## src/rtl/mcp4812_rx.sv

```systemverilog
`default_nettype none
// ----------------------------------------------------------------------------
// mcp4812_rx : oversampled SPI target emulating MCP4812 DAC register behaviour
// Revision   : 1.0
// ----------------------------------------------------------------------------
module mcp4812_rx #(
  parameter int FRAME_BITS = 16,
  parameter int ERR_CNT_W  = 8
) (
  input  logic                 clk,
  input  logic                 reset,
  input  logic                 CSn,
  input  logic                 SCK,
  input  logic                 SDI,
  input  logic                 LDACn,
  output logic [15:0]          word,
  output logic                 word_valid,
  output logic                 frame_err,
  output logic [ERR_CNT_W-1:0] err_cnt,
  output logic [9:0]           code_a,
  output logic [9:0]           code_b,
  output logic                 gain1x_a,
  output logic                 gain1x_b,
  output logic                 active_a,
  output logic                 active_b
);

  localparam logic [4:0]  C_FRAME_BITS = 5'(FRAME_BITS);
  localparam logic [4:0]  C_CNT_MAX    = 5'd31;
  // Channel registers are packed as {gain1x, active, code}
  localparam logic [11:0] C_REG_RST    = 12'h800;

  logic csn_s1_q, csn_s2_q, csn_h_q;
  logic sck_s1_q, sck_s2_q, sck_h_q;
  logic sdi_s1_q, sdi_s2_q;
  logic ldacn_s1_q, ldacn_s2_q;

  logic [4:0]           bit_cnt_q, bit_cnt_d;
  logic [15:0]          shift_q, shift_d;
  logic [15:0]          word_q, word_d;
  logic                 word_valid_q, word_valid_d;
  logic                 frame_err_q, frame_err_d;
  logic [ERR_CNT_W-1:0] err_cnt_q, err_cnt_d;
  logic [11:0]          in_a_q, in_a_d, in_b_q, in_b_d;
  logic [11:0]          out_a_q, out_a_d, out_b_q, out_b_d;

  logic cs_fall, cs_rise, sck_rise;

  always_comb begin
    cs_fall      = ~csn_s2_q & csn_h_q;
    cs_rise      = csn_s2_q & ~csn_h_q;
    sck_rise     = sck_s2_q & ~sck_h_q & ~csn_s2_q;

    bit_cnt_d    = bit_cnt_q;
    shift_d      = shift_q;
    word_d       = word_q;
    word_valid_d = 1'b0;
    frame_err_d  = 1'b0;
    err_cnt_d    = err_cnt_q;
    in_a_d       = in_a_q;
    in_b_d       = in_b_q;
    out_a_d      = out_a_q;
    out_b_d      = out_b_q;

    if (cs_fall) begin
      bit_cnt_d = 5'd0;
      shift_d   = 16'h0000;
    end else if (sck_rise) begin
      shift_d = {shift_q[14:0], sdi_s2_q};
      if (bit_cnt_q != C_CNT_MAX) begin
        bit_cnt_d = bit_cnt_q + 5'd1;
      end
    end

    if (cs_rise) begin
      if (bit_cnt_q == C_FRAME_BITS) begin
        word_d       = shift_q;
        word_valid_d = 1'b1;
        if (shift_q[15]) begin
          in_b_d = shift_q[13:2];
        end else begin
          in_a_d = shift_q[13:2];
        end
      end else begin
        frame_err_d = 1'b1;
        if (err_cnt_q != {ERR_CNT_W{1'b1}}) begin
          err_cnt_d = err_cnt_q + ERR_CNT_W'(1);
        end
      end
    end

    // Outputs take the pre-load input registers, so a same-cycle load lands one cycle later
    if (!ldacn_s2_q) begin
      out_a_d = in_a_q;
      out_b_d = in_b_q;
    end
  end

  always_ff @(posedge clk or posedge reset) begin
    if (reset) begin
      csn_s1_q     <= 1'b1;
      csn_s2_q     <= 1'b1;
      csn_h_q      <= 1'b1;
      sck_s1_q     <= 1'b0;
      sck_s2_q     <= 1'b0;
      sck_h_q      <= 1'b0;
      sdi_s1_q     <= 1'b0;
      sdi_s2_q     <= 1'b0;
      ldacn_s1_q   <= 1'b1;
      ldacn_s2_q   <= 1'b1;
      bit_cnt_q    <= 5'd0;
      shift_q      <= 16'h0000;
      word_q       <= 16'h0000;
      word_valid_q <= 1'b0;
      frame_err_q  <= 1'b0;
      err_cnt_q    <= '0;
      in_a_q       <= C_REG_RST;
      in_b_q       <= C_REG_RST;
      out_a_q      <= C_REG_RST;
      out_b_q      <= C_REG_RST;
    end else begin
      csn_s1_q     <= CSn;
      csn_s2_q     <= csn_s1_q;
      csn_h_q      <= csn_s2_q;
      sck_s1_q     <= SCK;
      sck_s2_q     <= sck_s1_q;
      sck_h_q      <= sck_s2_q;
      sdi_s1_q     <= SDI;
      sdi_s2_q     <= sdi_s1_q;
      ldacn_s1_q   <= LDACn;
      ldacn_s2_q   <= ldacn_s1_q;
      bit_cnt_q    <= bit_cnt_d;
      shift_q      <= shift_d;
      word_q       <= word_d;
      word_valid_q <= word_valid_d;
      frame_err_q  <= frame_err_d;
      err_cnt_q    <= err_cnt_d;
      in_a_q       <= in_a_d;
      in_b_q       <= in_b_d;
      out_a_q      <= out_a_d;
      out_b_q      <= out_b_d;
    end
  end

  assign word       = word_q;
  assign word_valid = word_valid_q;
  assign frame_err  = frame_err_q;
  assign err_cnt    = err_cnt_q;
  assign code_a     = out_a_q[9:0];
  assign active_a   = out_a_q[10];
  assign gain1x_a   = out_a_q[11];
  assign code_b     = out_b_q[9:0];
  assign active_b   = out_b_q[10];
  assign gain1x_b   = out_b_q[11];

endmodule
`default_nettype wire

```

## config.mk

```make
export PLATFORM = sky130hd
export DESIGN_NAME = mcp4812_rx
export DESIGN_NICKNAME = d
export VERILOG_FILES = /design/src/rtl/mcp4812_rx.sv
export SDC_FILE = /design/constraint.sdc
export NUM_CORES = 1
export LEC_CHECK = 0
export ABC_AREA = 1
export BUFFER_PORTS_ARGS = -buffer_cell sky130_fd_sc_hd__buf_2
export CAP_MARGIN = 20
export CORE_UTILIZATION = 48
export DETAILED_ROUTE_END_ITERATION = 8
export PLACE_DENSITY_LB_ADDON = 0.08
export SKIP_CTS_REPAIR_TIMING = 1
export SLEW_MARGIN = 20
export SYNTH_ARGS = -nofsm -noshare
export SYNTH_HDL_FRONTEND = slang
export SYNTH_SLANG_ARGS = --single-unit
export TNS_END_PERCENT = 50
```

## constraint.sdc

```tcl
create_clock -name clk -period 4.94 [get_ports clk]
set_clock_uncertainty 0.05 [all_clocks]
set_input_delay 1.482 -clock clk [delete_from_list [all_inputs] [get_ports clk]]
set_output_delay 1.482 -clock clk [all_outputs]
set_load 0.005 [all_outputs]
```

# Word level (Yosys, flattened, before mapping)
# Cells that the tools add are included.
[totals] ff_bits=105 latchBits=0 ramBits=0 mem_bits_ro=0 input_bits=6 out_inout_bits=50 word_cells=50 memories=0
[op_classes] add_sub_neg=2 multipliers=0 div=0 n_lt_le_gt_ge=0 eq_ne=3 shifts=0 muxes=9 bitwise=9 reduce_logical=7
[ops] op="16-bit 2-to-1 mux" count=2
[ops] op="5-bit 2-to-1 mux" count=3
[ops] op="3-bit AND reduction" count=3
[ops] op="8-bit by 1-bit adder with 8-bit output (second input constant)" count=1
[ops] op="8-bit != test (second input constant)" count=1
[ops] op="5-bit by 1-bit adder with 5-bit output (second input constant)" count=1
[ops] op="5-bit == test (second input constant)" count=1
[ops] op="5-bit != test (second input constant)" count=1
[ops] op="1-bit inverter" count=5
[ops] op="1-bit AND" count=4
[ops] op="1-bit 2-to-1 mux" count=4
[ops] op="2-bit AND reduction" count=2
[ops] op="2-bit nonzero test" count=2

# Logic depth before layout (Yosys ltp)
[logic_depth] word_depth=5 mapped_depth=10 ltp_nobuf=10

# Worst setup path before layout
# No wires, ideal clock.
[synth_timing] path_type="register to output" from="reg out_a_q[11]" to="out gain1x_a" arrival_ns=0.507 required_ns=3.408 setup_slack_ns=2.901 path_stages_with_launch=1 path_buffers=0 path_cell_list="dfstp_2"
[synth_rtl] element="from (decl)" line_no="45" rtl="logic [11:0] out_a_q, out_a_d, out_b_q, out_b_d;"
[synth_rtl] element="from (signal assigned)" line_no="140" rtl="out_a_q <= out_a_d;"
[synth_rtl] element="to (decl)" line_no="22" rtl="output logic gain1x_a,"
# No word-level cell between the ends.

# Final worst setup path
[layout_timing] from="reg err_cnt_q[2] (netlist: err_cnt[2])" to="out err_cnt[2]"
[layout_rtl] element="from (decl)" line_no="43" rtl="logic [ERR_CNT_W-1:0] err_cnt_q, err_cnt_d;"
[layout_rtl] element="from (signal assigned)" line_no="137" rtl="err_cnt_q <= err_cnt_d;"
[layout_rtl] element="to (decl)" line_no="19" rtl="output logic [ERR_CNT_W-1:0] err_cnt,"
# No word-level cell between the ends.

==> run_results.csv <==
group,metric,value,unit
outcome,status,"completed",
synth,synth_top_family_by_area,"simple AND/OR/NAND/NOR gates",
synth,ys_seq_area_share,62.3,%
clock_network,clock_latency,0.37,ns
floorplan,core,8380,sq um
synth,synth-simple-area-share,18.7,%
synth,ys_ff_latch,105,
setup_path,setup.worst_path.start,"err_cnt[2]",
setup_path,start_kind,"flop",
final_layout,final_cells,568,
sta,worstMarginPinSlew,0.686,ns
sta,slew_headroom,54.2,%
route,drc,0,
setup_path,endpoint_kind,"primary output",
sta,clock.fmax,395,MHz
power_and_ir_drop,p_leak,2.57,nW
floorplan,dieArea,9210,sq um
place,dp_cells,552,
sta,fin_crit,2.53,ns
clock_network,cts_tree,"yes",
place,io_buffers,55,
clock_network,root_buffer,"clkbuf_8",
synth,synth_most_common_cell,"nand2_1",
hold_path,hold_path_class,"flop to flop",
synth,ys.flop_type,"dfrtp_1",
setup_path,r2r-end,"shift_q[11]",
floorplan,die_x,96.0,um
route,drtIter0Drc,93,
synth,synth_mux_area_share,6.38,%
power_and_ir_drop,cellPowerDensity,318,nW/um^2
place,gp_congestion,0.717,
clock_network,cts.reportedPaths.clkPinSlew,0.10,ns
final_layout,fin_nets,468,
synth,yosys_warnings,0,
global_route,grt_overflow,0,
floorplan,rows,33,
floorplan,start_util,50.6,%
synth,synth-xor-area-share,0.620,%
synth,synth.top_cell.area_share,56.7,%
setup_path,cp.depth,1,
global_route,grt_pass1_wl,12700,um
synth,synth_area_leader_cell,"dfrtp_1",
floorplan,die_y,96.0,um
route,drtPass1Iterations,4,
setup_path,reg2reg_from,"csn_s2_q",
global_route,antenna_found_initial,0,
synth,synth_nets,416,
setup_path,critPathArrivalTime,1.00,ns
sta,tns,0,ns
global_route,grt_max_degree,46,
synth,synth-edff-count,0,
synth,synthTopCellsByCount,"116 x nand2_1, 96 x dfrtp_1, 48 x nand3_1, 33 x inv_1, 24 x mux2_2",
clock_network,clockBufferDepth,2,
route,wl,7630,um
place,hpwl,5230,um
setup_path,crit_family,"flip-flops",
synth,synth-compound-area-share,5.58,%
floorplan,ios,56,
final_layout,nFillCells,774,
route,vias_per_cell,4.95,
synth,synthCells,406,
route,vias,2814,
sta,setup_viol,0,
setup_path,crit_type,"flop to primary output",
synth,avgSynthCellArea,10.4,sq um
sta,final-hold-violation-count,0,
sta,slew_viol_final,0,
sta,finalCritPeriodShare,51.3,%
clock_network,clock_sinks,105,
run,drv_cap,0,
route,antenna_left,0,
clock_network,htree_levels,3,
route,avgRoutedWirePerCell,13.4,um
final_layout,syn2layout_area_growth,12.2,%
setup_path,ff2ff_path_depth,4,
final_layout,drive_gt1_share,27.2,%
global_route,grtUsageTotal,18.6,%
sta,rsz0062_at_grt,"no",
power_and_ir_drop,ir_worst_vdd,0.183,mV
setup_path,critPathMaxFanout,7,
setup_path,slowest_stage,"dfrtp_1",
synth,synth-adder-area-share,1.18,%
hold_path,min_path_cells,0,
synth,async_flop_share,100,%
setup_path,path_cells,"buf_2",
setup_path,r2r_slack,2.94,ns
final_layout,n_antenna_cell,0,
setup_path,crit_end,"err_cnt[2]",
synth,ys_types,24,
clock_network,cts_inserted_buffers,9,
synth,synth_area_leaders,"dfrtp_1 57%, nand2_1 10%, mux2_2 6.4%",
synth,synthesis.area,4240,sq um
global_route,grt_pass1_vias,2640,
setup_path,worst-path-buf-inv,1,
setup_path,cp_data_required_time,3.41,ns
setup_path,cp_slowest_stage_delay,0.47,ns
## layer usage
metal | GRT usage [%] | vias to the layer above | wire length [um]
met5 | 0 | - | 0
met4 | 6.34 | 0 | 140
met3 | 4.50 | 11 | 273
met2 | 28.5 | 52 | 3380
met1 | 26.1 | 1334 | 3830
li1 | - | 1417 | -
## flip-flops by register name (all words and copies together) (netlist names), 5 cells and up
signal	count
word	16
out_a_q	12
shift_q	16
in_b_q	12
out_b_q	12
err_cnt	8
bit_cnt_q	5
in_a_q	12
## placed cells by master, fill, tap and decap left out, drive strengths merged
cell type  count
xnor2          2
nand2        119
nand4          3
clkinv         1
clkinvlp       1
clkbuf        12
buf           57
bufinv         1
dfrtp         96
xor2           1
nand3b         1
inv           35
o21ai         36
nor2          12
nand3         48
dfstp          9
ha             4
mux2          24
or2            1
## power by group
part           switching (mW)  total [mW]  internal [mW]
sequential             0.0283       0.910          0.882
clock                   0.276       0.514          0.238
combinational          0.0545      0.0897         0.0352
## worst min path at each step
stage	start	to
final	sdi_s1_q	sdi_s2_q
after global routing	csn_s1_q	csn_s2_q
after CTS	sdi_s1_q	sdi_s2_q
after detailed placement	sdi_s1_q	sdi_s2_q
after global placement	sdi_s1_q	sdi_s2_q
after floorplan	sck_s1_q	sck_s2_q
## logic make-up (layout without fill, tap and decap cells)
| kind of cell | Yosys count | after routing |
|---|---|---|
| multiplexers | 24 | 24 |
| flip-flops | 105 | 105 |
| buffers and inverters | 50 | 107 |
| adder cells (fa/ha/maj) | 4 | 4 |
| AND/OR/NAND/NOR | 184 | 184 |
| XOR/XNOR | 3 | 3 |
| AO/OA/AOI/OAI | 36 | 36 |
## metrics by stage
| step | hold slack [ns] | cell area (sq um) | power, mW | setup slack, ns | util (%) |
|---|---|---|---|---|---|
| global placement | 0.283 | 4560 | 1.02 | 2.40 | 54.5 |
| detailed placement | 0.286 | 4560 | 1.02 | 2.39 | 54.5 |
| finish | 0.305 | 4750 | 1.51 | 2.41 | 56.7 |
| global route | 0.314 | 4750 | 1.60 | 2.33 | 56.7 |
| floorplan | 0.281 | 4240 | 0.985 | 0.662 | - |
| CTS | 0.310 | 4750 | 1.54 | 2.38 | 56.7 |
## final cells by class
type / count / area (sq um) / area share, %
clock buffers: 12 / 135 / 2.84
well taps: 105 / 131 / 2.76
clock inverters: 4 / 55.1 / 1.16
flip-flops and latches: 105 / 2640 / 55.5
inverters: 34 / 130 / 2.74
multi-input cells: 251 / 1370 / 28.9
repair buffers: 57 / 290 / 6.11
Power figures use the tool's default switching activity.
